--- config.mk ---
export PLATFORM = sky130hd
export DESIGN_NAME = button_conditioner
export DESIGN_NICKNAME = d
export VERILOG_FILES = /design/src/rtl/button_conditioner.sv
export SDC_FILE = /design/constraint.sdc
export NUM_CORES = 1
export LEC_CHECK = 0
export CAP_MARGIN = 20
export CORE_UTILIZATION = 60
export CTS_CLUSTER_SIZE = 28
export DETAILED_ROUTE_END_ITERATION = 6
export PLACE_DENSITY = 0.83
export SLEW_MARGIN = 20
export SYNTH_ARGS = -nofsm -noshare
export SYNTH_HDL_FRONTEND = slang
export SYNTH_SLANG_ARGS = --single-unit
--- constraint.sdc ---
create_clock -name Clk -period 2.85 [get_ports Clk]
set_clock_uncertainty 0.05 [all_clocks]
set_input_delay 0.285 -clock Clk [delete_from_list [all_inputs] [get_ports Clk]]
set_output_delay 0.285 -clock Clk [all_outputs]
set_load 0.005 [all_outputs]
--- src/rtl/button_conditioner.sv ---
// Four-channel push-button synchroniser/debouncer emitting one-cycle press pulses plus a colour Conflict flag.
// Latency: pulse registered DB_CYCLES+1 edges after the first edge that samples a stable press; no backpressure.
module button_conditioner #(
    parameter int DB_CYCLES = 4,
    parameter int CNT_W     = 3
) (
    input  logic Clk,
    input  logic Rst,
    input  logic StartBtn,
    input  logic RedBtn,
    input  logic GreenBtn,
    input  logic BlueBtn,
    output logic Start,
    output logic Red,
    output logic Green,
    output logic Blue,
    output logic Conflict
);

    typedef enum logic [1:0] {IDLE, ARMING, PRESSED, RELEASING} state_t;

    localparam logic [CNT_W-1:0] CNT_TOP = CNT_W'(DB_CYCLES - 1);
    localparam logic [CNT_W-1:0] CNT_ONE = CNT_W'(1);

    // Channel order: 0 Start, 1 Red, 2 Green, 3 Blue.
    logic [3:0]       raw;
    logic [3:0]       meta;
    logic [3:0]       sync;
    state_t           state     [4];
    state_t           state_nxt [4];
    logic [CNT_W-1:0] cnt       [4];
    logic [CNT_W-1:0] cnt_nxt   [4];
    logic [3:0]       pulse;
    logic [3:0]       pulse_nxt;
    logic             conflict;
    logic             conflict_nxt;

    assign raw = {BlueBtn, GreenBtn, RedBtn, StartBtn};

    always_ff @(posedge Clk) begin
        if (!Rst) begin
            meta     <= '0;
            sync     <= '0;
            pulse    <= '0;
            conflict <= 1'b0;
            for (int i = 0; i < 4; i++) begin
                state[i] <= IDLE;
                cnt[i]   <= '0;
            end
        end else begin
            meta     <= raw;
            sync     <= meta;
            pulse    <= pulse_nxt;
            conflict <= conflict_nxt;
            for (int i = 0; i < 4; i++) begin
                state[i] <= state_nxt[i];
                cnt[i]   <= cnt_nxt[i];
            end
        end
    end

    always_comb begin
        pulse_nxt = '0;
        for (int i = 0; i < 4; i++) begin
            state_nxt[i] = state[i];
            cnt_nxt[i]   = cnt[i];
            case (state[i])
                IDLE: begin
                    if (sync[i]) begin
                        state_nxt[i] = ARMING;
                        cnt_nxt[i]   = CNT_ONE;
                    end
                end
                ARMING: begin
                    if (!sync[i]) begin
                        state_nxt[i] = IDLE;
                        cnt_nxt[i]   = '0;
                    end else if (cnt[i] == CNT_TOP) begin
                        state_nxt[i] = PRESSED;
                        cnt_nxt[i]   = '0;
                        pulse_nxt[i] = 1'b1;
                    end else begin
                        cnt_nxt[i] = cnt[i] + CNT_ONE;
                    end
                end
                PRESSED: begin
                    if (!sync[i]) begin
                        state_nxt[i] = RELEASING;
                        cnt_nxt[i]   = CNT_ONE;
                    end
                end
                RELEASING: begin
                    // A bounce back high resumes the held press without a second pulse.
                    if (sync[i]) begin
                        state_nxt[i] = PRESSED;
                        cnt_nxt[i]   = '0;
                    end else if (cnt[i] == CNT_TOP) begin
                        state_nxt[i] = IDLE;
                        cnt_nxt[i]   = '0;
                    end else begin
                        cnt_nxt[i] = cnt[i] + CNT_ONE;
                    end
                end
                default: begin
                    state_nxt[i] = IDLE;
                    cnt_nxt[i]   = '0;
                end
            endcase
        end
        conflict_nxt = (pulse_nxt[1] & pulse_nxt[2]) |
                       (pulse_nxt[1] & pulse_nxt[3]) |
                       (pulse_nxt[2] & pulse_nxt[3]);
    end

    assign Start    = pulse[0];
    assign Red      = pulse[1];
    assign Green    = pulse[2];
    assign Blue     = pulse[3];
    assign Conflict = conflict;

endmodule

# After elaboration in Yosys (flattened, before gate mapping)
# Memories as Yosys holds them, arrays and structs flattened.
# Index checks and enable logic that the tools add are counted.
# Widths: inputs -> output; s select.
# op_classes
n_eq_ne,16
mux,72
addsub,4
reduce_logical,5
bitwise,13
# op_table
op,n
$mux 3,24
$mux 2,28
$pmux 3 s4,4
$pmux 2 s4,4
$eq 2x2->1 const B,8
$add 3x1->3 const B,4
$eq 3x2->1 const B,4
$mux 1,12
$or 1x1->1,10
$eq 2x1->1 const B,4
$logic_not 2->1,4
$and 1x1->1,3
$reduce_and 3->1,1
# totals
n_memories,2
register_bits,13
output_inout_bits,5
word_cells,117
in_bits,6
ramBits,20
# mem_list
memory,words,word_bits,rd,rd_ports_with_merged_regs,wr,line,text
cnt,4,3,4,0,4,31,logic [CNT_W-1:0] cnt [4];
state,4,2,4,0,4,29,state_t state [4];

# Depth between registers and ports, before layout
# Gate-level depths: netlist (run 1).
# depth
word_depth,7
ltp_mapped,5
mapped_depth_nobuf,5

# Worst setup path after synthesis (run 1)
# Ideal clock, no wire load.
# synth_timing
path_kind,register to register
start,memory state[2][0] in the netlist's numbering
end,register (tool-made name)
path_slack_ns,1.311
period_less_slack_ns,1.539
setup_time_ns,0.072
t_required_ns,2.728
t_arrival_ns,1.417
n_path_buf,0
path_stages_with_launch,6
cell_sequence,dfxtp_1 > inv_1 > ha_1 > nor3b_2 > a2111oi_4 > mux2i_1
# synth_lines
item,line
start: declaration,29

==> results of run 1 <==
-- logic make-up after synthesis --
logic type,synth area share [%]
AO/OA/AOI/OAI,14.9
XOR/XNOR,0.534
adder cells (fa/ha/maj),10.5
buffers and inverters,3.28
flip-flops,40.2
multiplexers,7.01
AND/OR/NAND/NOR,23.6
-- cell usage in the layout (no fill, tap or decap), types with 5 or more instances in the layout --
cell type / count
o21ai_0: 7
ha_1: 13
dfxtp_1: 33
nand2b_1: 6
inv_1: 10
a211oi_1: 6
mux2i_1: 7
a21oi_1: 11
clkbuf_4: 5
clkdlybuf4s50_1: 10
nand2_1: 17
nor2_1: 11
and2_1: 9
-- critical path, delay by kind of cell, from the launching register on --
kind / cells / cell delay [ns]
compound gates: 1 / 0.35
flops: 1 / 0.39
buf+inv: 1 / 0.10
simple gates: 1 / 0.19
mux: 1 / 0.27
fa+ha+maj: 1 / 0.31
-- final cells by class --
| type | count | area, sq um |
|---|---|---|
| fillers | 208 | 697 |
| multi-input cells | 122 | 927 |
| inverters | 10 | 37.5 |
| clock buffers | 7 | 55.1 |
| repair buffers | 11 | 108 |
| well taps | 30 | 37.5 |
| flip-flops and latches | 33 | 661 |
-- worst max path at each step --
stage,to,slack (ns),depth (start not counted)
after floorplan,flip-flop,1.31,5
after global placement,state[3][0]$_SDFFE_PN0P_,1.21,4
after detailed placement,cnt[3][0]$_SDFFE_PN0P_,1.16,3
after CTS,state[2][0]$_SDFFE_PN0P_,1.10,5
after global routing,state[2][0]$_SDFFE_PN0P_,1.01,5
final,state[2][0]$_SDFFE_PN0P_,1.11,5
-- layer usage --
metal / global-route usage [%] / part of all wire (%) / up-vias
li1: - / - / 619
met1: 23.4 / 45 / 560
met2: 39.0 / 48 / 31
met3: 9.44 / 4.4 / 11
met4: 9.83 / 2.3 / 0
met5: 0 / 0 / -
-- stage by stage --
| stage | worst slack (ns) | instances | utilization [%] | hold slack (ns) | total power, W |
|---|---|---|---|---|---|
| after CTS | 1.10 | 213 | 72.4 | 0.387 | 0.00107 |
| final | 1.11 | 213 | 72.4 | 0.385 | 0.00107 |
| after floorplan | 1.31 | 169 | - | 0.362 | 0.000743 |
| after global routing | 1.01 | 213 | 72.4 | 0.405 | 0.00112 |
| after global placement | 1.21 | 206 | 70.2 | 0.369 | 0.000782 |
| after detailed placement | 1.16 | 206 | 70.2 | 0.367 | 0.000799 |
-- power by group --
group / internal [W] / total, W / switching [W] / leakage [nW]
registers: 0.000497 / 0.000531 / 0.0000340 / 0.269
logic: 0.000122 / 0.000264 / 0.000142 / 0.403
clock network: 0.000116 / 0.000276 / 0.000159 / 0.0314
total: 0.000735 / 0.00107 / 0.000335 / 0.704
==> run metrics, run 1 <==
HP Class=reg2reg; EDFF count, synth=0; cts hold-fix bufs=0; initial antenna violation count=0; Via-to-Cell Ratio=5.73; Root Driver=clkbuf_4; Critical Path RT=3.06 ns; crit path launch=state[2][0]$_SDFFE_PN0P_; wire per inst=13.8 um; cts repair resizes=0; DRT Wirelength=2940 um; TritonCTS Buffers=5; Reg2Reg Depth=5; Syn Nets=188; H-tree levels=2; sequential area share after synthesis=40.2%; FF-to-FF End=state[2][0]$_SDFFE_PN0P_; relative slew slack=73.8%; Synth Register Bits=33; Port-buffer cells=10; Slew @ Worst Pin=0.391 ns; top post-synthesis cells by area=dfxtp_1 (40%), ha_1 (9.9%), a2111oi_4 (5.0%); Setup Total Neg Slack=0 ns; largest net degree at the start of global routing=16; max-slew violations=0; final worst path period need=1.74 ns; Worst Hold End=sync[3]$_SDFF_PN0_; clock sinks=33; # IOs=11; power per cell area=586 nW/um^2; RR Startpoint=state[2][0]$_SDFFE_PN0P_; GRT Total Usage=22.4%; Final Wtd Congestion=0.898; CTS tree=done; Final period util=61.2%; mean post-synth cell area=9.71 sq um; Mapped Area=1640 sq um; fin nets=202; Final Cell Area=1830 sq um; maximum clock rate=573 MHz; WS Path Type=reg2reg; WP data arrival=1.95 ns; CP cell instances=inv_1, ha_1, nor3b_2, a211oi_1, mux2i_1; layout cells sized above 1=12.0%; Syn-to-layout area delta=11.2%; worst vdd ir=0.435 mV; Die X=54.3 um; final setup vio count=0; slowest CP cell=dfxtp_1; placed wire-length estimate=2070 um; Cell Rows=18; count leader, synth=dfxtp_1; status=finished clean; Core ar.=2520 sq um; Worst R2R Setup Slack=1.11 ns; top cell type's share of synthesized area=40.2%; max-capacitance violation count=0; Unique masters post-synth=31; drt first pass iters=5; HP Start=meta[3]$_SDFF_PN0_; Routed Antenna Nets=0; Antenna Cells=0; Clk Latency, worst-skew pair=0.34 ns; final routed DRC violation total=0; Vias=1221; CP Launch Type=flip-flop; critical path fanouts, max=4; Synth Instances=169; first-pass GRT wire length=4610 um; leakage power=0.704 nW; CTS max path bufs=2; crit-path max cell delay=0.39 ns; clock-pin slew on the worst setup and hold paths=0.10 ns; Yosys top cell by area=dfxtp_1; Syn. warnings=0; die area=2950 sq um; placed inst area=1770 sq um; RSZ-0062 raised after global routing=false; Async SR Flop Fraction=0%; die height=54.3 um; Post-CTS Setup Bufs=0; vias in the first global route=1107; starting density of the core=65.1%; Final Hold Viols=0; synth cell count leaders=dfxtp_1 (33), nand2_1 (17), ha_1 (13), a21oi_1 (11), nor2_1 (11); DR iter-0 viols=23; global route overflow=0; CP endpoint kind=flip-flop; hold path depth=1; ys flop type=dfxtp_1
(Power assumes the default switching activity.)
==> run 2: changes to the inputs <==
--- a/config.mk
+++ b/config.mk
@@ -6,10 +6,10 @@
 export NUM_CORES = 1
 export LEC_CHECK = 0
 export CAP_MARGIN = 20
-export CORE_UTILIZATION = 60
+export CORE_UTILIZATION = 57
 export CTS_CLUSTER_SIZE = 28
 export DETAILED_ROUTE_END_ITERATION = 6
-export PLACE_DENSITY = 0.83
+export PLACE_DENSITY = 0.79
 export SLEW_MARGIN = 20
 export SYNTH_ARGS = -nofsm -noshare
 export SYNTH_HDL_FRONTEND = slang
==> constraint.sdc (replaced) <==
create_clock -name Clk -period 1.71 [get_ports Clk]
set_clock_uncertainty 0.05 [all_clocks]
set_input_delay 0.171 -clock Clk [delete_from_list [all_inputs] [get_ports Clk]]
set_output_delay 0.171 -clock Clk [all_outputs]
set_load 0.005 [all_outputs]
==> run 2 against run 1 <==
  * Critical path depth is the same
  * Global-route usage shrank 2.9 points
  * Wire length is 3.7% lower
  * Worst hold slack got worse by 0.017 ns
  * Final cell count increased by 1.4%
  * First-iteration DRC count is 78% higher
  * Die area increased by 5.1%
  * Power rose by 62%
  * Via count decreased by 0.98%
  * Cell area is 0.48% higher
==> run metrics, run 2 (synthesis gave the netlist of run 1 again) <==
max-slew violations=0; WP data arrival=1.78 ns; CP cell instances=inv_1, ha_1, or3b_2, a21oi_1, a211oi_1; CTS max path bufs=2; starting density of the core=60.0%; Syn-to-layout area delta=11.7%; fin nets=203; Via-to-Cell Ratio=5.60; clock sinks=33; die area=3100 sq um; Die X=55.7 um; Slew @ Worst Pin=0.367 ns; RSZ-0062 raised after global routing=false; final total power=0.00173 W; CP endpoint kind=flip-flop; relative slew slack=75.4%; GRT Total Usage=19.6%; DRT Wirelength=2830 um; maximum clock rate=618 MHz; Port-buffer cells=10; crit-path max cell delay=0.47 ns; Setup Total Neg Slack=0 ns; worst vdd ir=0.735 mV; slowest CP cell=or3b_2; TritonCTS Buffers=5; critical path buffer and inverter count=1; Clk Latency, worst-skew pair=0.32 ns; Root Driver=clkbuf_4; vias in the first global route=1206; Cell Rows=19; Final Wtd Congestion=0.832; status=finished clean; wire per inst=13.1 um; die height=55.7 um; first-pass GRT wire length=4820 um; placed wire-length estimate=2150 um; # IOs=11; final setup vio count=0; Critical Path RT=1.87 ns; power per cell area=944 nW/um^2; leakage power=0.710 nW; WS Path Type=reg2reg; final worst path period need=1.62 ns; most common cell after layout, fill and taps aside=dfxtp_1; Antenna Cells=0; Vias=1209; critical path fanouts, max=4; largest net degree at the start of global routing=18; CTS tree=done; Core ar.=2730 sq um; layout cells sized above 1=14.6%; drt first pass iters=4; most frequent cells in the layout=dfxtp_1 (30), nand2_1 (17), ha_1 (13), nor2_1 (11), a21oi_1 (11); HP Class=in2reg; Top delay family on crit path=simple AND/OR/NAND/NOR gates; initial antenna violation count=0; WHS=0.368 ns; final routed DRC violation total=0; clock-pin slew on the worst setup and hold paths=0.11 ns; Routed Antenna Nets=0; H-tree levels=2; CP Launch Type=flip-flop; DR iter-0 viols=41; global route overflow=0; Final Hold Viols=0; Final period util=94.7%; max-capacitance violation count=0
==> run 2: cell type report <==
class                   instances  area (sq um)
clock buffers                   6          41.3
clock inverters                 2          10.0
fillers                       216           900
inverters                      10          37.5
multi-input cells             122           927
flip-flops and latches         33           664
well taps                      31          38.8
repair buffers                 12           115
==> run 2: path summary, 6_finish.rpt <==
path / startpoint / endpoint / slack (ns) / depth (start not counted)
min reg2reg: meta[1]$_SDFF_PN0_ / sync[1]$_SDFF_PN0_ / 0.38 / 1
min: StartBtn / meta[0]$_SDFF_PN0_ / 0.37 / 2
max: state[2][0]$_SDFFE_PN0P_ / cnt[2][0]$_SDFFE_PN0P_ / 0.09 / 5
max reg2reg: state[2][0]$_SDFFE_PN0P_ / cnt[2][0]$_SDFFE_PN0P_ / 0.09 / 5
==> run 2: what timing repair did <==
| item | in CTS | in global routing |
|---|---|---|
| setup endpoints to repair | 0 | 5 |
| hold buffers | 0 | 0 |
| setup buffers | 0 | 0 |
| gates resized for setup | 0 | 3 |
==> run 2: stage by stage <==
stage          area [sq um]  setup WS [ns]  std cells  utilization, %
6_report               1830         0.0906        216            67.1
3_3_place_gp           1780          0.132        208            65.1
2_1_floorplan          1640          0.171        169               -
5_1_grt                1830        0.00182        216            67.1
4_1_cts                1830         0.0440        216            67.0
3_5_place_dp           1780         0.0749        208            65.1
==> run 2: metal layers <==
metal  GRT usage, %  routed length (um)  vias up
met1           21.7                1250      564
met5              0                   0        -
li1               -                   -      619
met2           34.9                1460       22
met4           7.86                  35        0
met3           5.58                  83        4
==> run 2: report_power, final <==
part | switching (W) | total [W] | internal (W)
combinational | 0.000235 | 0.000440 | 0.000205
clock | 0.000249 | 0.000406 | 0.000157
sequential | 0.0000540 | 0.000885 | 0.000831
==> run 3: changes to the inputs <==
--- a/config.mk
+++ b/config.mk
@@ -9,7 +9,7 @@
 export CORE_UTILIZATION = 57
 export CTS_CLUSTER_SIZE = 28
 export DETAILED_ROUTE_END_ITERATION = 6
-export PLACE_DENSITY = 0.79
+export PLACE_DENSITY = 0.77
 export SLEW_MARGIN = 20
 export SYNTH_ARGS = -nofsm -noshare
 export SYNTH_HDL_FRONTEND = slang
==> run 3 against run 2 <==
  * Wire length increased by 1.3%
  * Largest power group unchanged
  * Die area unchanged
  * Non-clock buffer count increased by 1
  * Highest routed layer unchanged
  * Via count grew 1.6%
  * Maximum frequency increased by 0.11%
  * Sequential share of layout area decreased by 0.39 points
==> run metrics, run 3 (synthesis gave the netlist of run 1 again) <==
Vias=1228; Clk Latency, worst-skew pair=0.34 ns; critical path depth in cells=5; Util after Layout=67.8%; final worst path period need=1.62 ns; placed inst area=1790 sq um; clock sinks=33; FF-to-FF End=cnt[3][0]$_SDFFE_PN0P_; Port-buffer cells=10; Die X=55.7 um; RR Startpoint=state[3][0]$_SDFFE_PN0P_; starting density of the core=60.0%; Fill cells=231; largest net degree at the start of global routing=12; CTS tree=done; Final Wtd Congestion=0.845; CP endpoint kind=flip-flop; most frequent cells in the layout=dfxtp_1 (30), nand2_1 (17), ha_1 (13), nor2_1 (11); critical path buffer and inverter count=1; Slew @ Worst Pin=0.401 ns; relative slew slack=73.2%; fin nets=204; TritonCTS Buffers=5; Routed Antenna Nets=0; worst vdd ir=0.808 mV; WP data arrival=1.82 ns; final total power=0.00178 W; Syn-to-layout area delta=13.0%; worst setup margin=0.0923 ns; crit path launch=state[3][0]$_SDFFE_PN0P_; maximum clock rate=618 MHz; vias in the first global route=1214; Root Driver=clkbuf_4; CP cell instances=inv_1, ha_1, nor3b_2, nor2_1, a211oi_1; Final period util=94.6%; Final Hold Viols=0; GRT Total Usage=21.6%; DRT Wirelength=2860 um; final setup vio count=0; drt first pass iters=4; Critical Path RT=1.91 ns; Final Cell Area=1850 sq um; most common cell after layout, fill and taps aside=dfxtp_1; Via-to-Cell Ratio=5.69; Antenna Cells=0; # IOs=11; pre-CTS setup slack=0.0451 ns; leakage power=0.716 nW; initial antenna violation count=0; layout cells sized above 1=15.7%; clock-pin slew on the worst setup and hold paths=0.09 ns; critical path fanouts, max=4; slowest CP cell=dfxtp_2; Core ar.=2730 sq um; power per cell area=958 nW/um^2; Setup Total Neg Slack=0 ns; placed wire-length estimate=2130 um; Reg2Reg Depth=5; die area=3100 sq um; status=finished clean; crit path to=cnt[3][0]$_SDFFE_PN0P_; max-slew violations=0; DR iter-0 viols=32; first-pass GRT wire length=5210 um; Worst R2R Setup Slack=0.09 ns; global route overflow=0; CP Launch Type=flip-flop; Cell Rows=19; H-tree levels=2; Top delay family on crit path=simple AND/OR/NAND/NOR gates; wire per inst=13.3 um; HP Class=in2reg; die height=55.7 um; WS Path Type=reg2reg; max-capacitance violation count=0; final routed DRC violation total=0; CTS max path bufs=2; RSZ-0062 raised after global routing=false; crit-path max cell delay=0.36 ns
run 3: worst min path at each step:
stage,from,to,depth (start not counted),slack [ns]
2_1_floorplan,StartBtn,meta[0]$_SDFF_PN0_,1,0.25
3_3_place_gp,meta[3]$_SDFF_PN0_,sync[3]$_SDFF_PN0_,1,0.36
3_5_place_dp,meta[0]$_SDFF_PN0_,sync[0]$_SDFF_PN0_,1,0.37
4_1_cts,RedBtn,meta[1]$_SDFF_PN0_,2,0.34
5_1_grt,GreenBtn,meta[2]$_SDFF_PN0_,2,0.35
6_report,GreenBtn,meta[2]$_SDFF_PN0_,2,0.36
run 3: power by group:
group          switching, W  internal, W
Combinational      0.000233     0.000213
Clock              0.000250     0.000194
Sequential        0.0000539     0.000833
Total              0.000537      0.00124
run 3: stage by stage:
step / hold slack [ns] / cells
floorplan: 0.248 / 169
global placement: 0.365 / 209
detailed placement: 0.373 / 209
CTS: 0.341 / 216
global route: 0.350 / 216
finish: 0.362 / 216
run 3: area by class of cell:
class	instances	area [sq um]	area share (%)
Clock buffer	7	55.1	2.97
Inverter	10	37.5	2.02
Multi-Input combinational cell	122	936	50.5
Sequential cell	33	664	35.8
Tap cell	31	38.8	2.09
Timing Repair Buffer	13	123	6.61
run 3: layer usage:
metal  track usage (%)  vias up  part of all wire [%]  wire length, um
met2              35.5       20                    48             1380
met5                 0        -                     0                0
met1              25.4      584                    46             1320
li1                  -      617                     -                -
met4              13.9        0                   2.4               69
met3              4.88        7                   3.0               87
run 3: repair_timing:
| item | in CTS | in global routing |
|---|---|---|
| endpoints found under the setup margin | 0 | 10 |
| buffers inserted | 0 | 0 |
| hold buffers | 0 | 0 |
| resized for setup | 0 | 5 |
run 3: worst register-to-register path, stage by stage, from the launching register on:
cell and delay, ns:
dfxtp_2 0.36, inv_1 0.08, ha_1 0.30, nor3b_2 0.36, nor2_1 0.13, a211oi_1 0.24
==> variant (config.mk and constraints of run 3) <==
Change the parameter `CNT_W` from 3 to 6.
--- a/src/rtl/button_conditioner.sv
+++ b/src/rtl/button_conditioner.sv
@@ -2,7 +2,7 @@
 // Latency: pulse registered DB_CYCLES+1 edges after the first edge that samples a stable press; no backpressure.
 module button_conditioner #(
     parameter int DB_CYCLES = 4,
-    parameter int CNT_W     = 3
+    parameter int CNT_W     = 6
 ) (
     input  logic Clk,
     input  logic Rst,
Behaviour: same outputs for any inputs over 10 cycles, from zero or initial values and one cycle with Rst low; that may be too few to reach the edited logic, so the function may still have changed.
==> variant against run 3 <==
- combinational power is 13% lower
- utilization rose by 11 points
- sequential cell count up 12
- area after synthesis grew 31%
- fmax shrank 4.4%
- first-iteration DRC count grew to 3.4 times the old value
- total power rose by 29%
- final area is 48% higher
- routed wire length is 56% higher
- global-route usage rose by 1.2 points
- worst setup slack worse by 75 ps
- largest power group unchanged
- highest routed layer unchanged
==> variant: results (changes against run 3) <==
CP max-delay cell: or4_4
Final Instance Area: 0.002741 sq mm (+48%)
Clock Latency Late Sink: 300 ps (-40 ps)
DRT Pass-1 Iters: 6 (+2)
Final layout net count: 299 (+47%)
Layout cells sized above 1: 0.2500 (+0.09324)
Pin count of the biggest net entering global routing: 20 (+8)
Gp weighted congestion: 0.8345 (-1.2%)
Synth top area cells: dfxtp_1 42%, ha_1 7.5%, mux2i_1 4.2%
Post-Syn Nets: 264 (+40%)
Dpl cells: 314 (+50%)
Post-DP HPWL: 2.883 mm (+36%)
Arrival @ worst endpoint: 1870 ps (+50 ps)
Iter 0 DRT Violations: 109 (+240%)
Met3 usage: 0.04891 (+0.00007583)
Reg2reg end: cnt[2][4]
WL per Instance: 13.73 um (+3.6%)
Hold Path Origin: RedBtn
Comb. pwr: 0.000390 W (-13%)
Area share of fa/ha/maj cells after synthesis: 0.07549 (-0.02969)
Post-place setup slack: -78.57 ps (-123.6 ps)
Metal2 WL: 2.162 mm (+57%)
Vias in the first global route: 1,680 (+38%)
Mux cell area share after synthesis: 0.04181 (-0.02831)
IR drop worst, VDD: 0.7503 mV (-7.2%)
GRT met1 Usage: 0.2843 (+0.02981)
Post-synth top cells: 45 x dfxtp_1, 20 x nor2_1, 19 x nand2_1
Lkg Pwr: 1.047 nW (+46%)
Minimum clock period: 1693 ps (+75.18 ps)
Status: finished clean
WL final: 4.476 mm (+56%)
Sequential area share after synthesis: 0.4181 (+0.01568)
Placed instance area: 0.002459 sq mm (+38%)
Total GRT Usage: 0.2288 (+0.01236)
M2 GR Usage: 0.3790 (+0.02443)
Global-route wire length before repair: 7.293 mm (+40%)
Clock network power: 0.000771 W (+74%)
P_int: 0.001715 W (+38%)
Hold Crit Depth: 2 (unchanged)
Fillers: 236 (+2.2%)
H-tree depth: 2 (unchanged)
Worst Setup EP: cnt[2][4]
Met1 wire length: 2.063 mm (+56%)
Pwr dens: 836.4 mW/mm^2 (-13%)
Hold Slack: 397.1 ps (+35.35 ps)
Max incr delay on CP: 480 ps (+120 ps)
Root buf cell: clkbuf_8
Vias: 1,870 (+52%)
Avg Inst Size Synth: 8.794 sq um (-9.5%)
Compound-gate portion of the synthesized area: 0.1138 (-0.03481)
Distinct cells, synth: 42 (+35%)
Worst rel slew slack: 0.7359 (+0.003383)
==> variant: cell types whose count changed after synthesis, sizes merged, moves of 5 or more <==
| cell | run 3 | this run |
|---|---|---|
| and3 | 1 | 8 |
| nor2 | 11 | 20 |
| nand3 | 0 | 18 |
| nor3 | 1 | 6 |
| nand2b | 6 | 0 |
| dfxtp | 33 | 45 |
| a211oi | 6 | 1 |
| xor2 | 1 | 9 |
==> variant: repair_timing <==
action	in CTS	in global routing
gates resized for setup	9	31
buffers inserted	0	5
pin swaps	1	11
endpoints found under the setup margin	14	14
==> variant: layout make-up <==
class / instances / area share
inverters: 11 / 0.01597
well taps: 46 / 0.02099
multi-input cells: 181 / 0.4815
clock buffers: 5 / 0.02510
repair buffers: 36 / 0.1091
clock inverters: 2 / 0.01278
flip-flops and latches: 45 / 0.3346
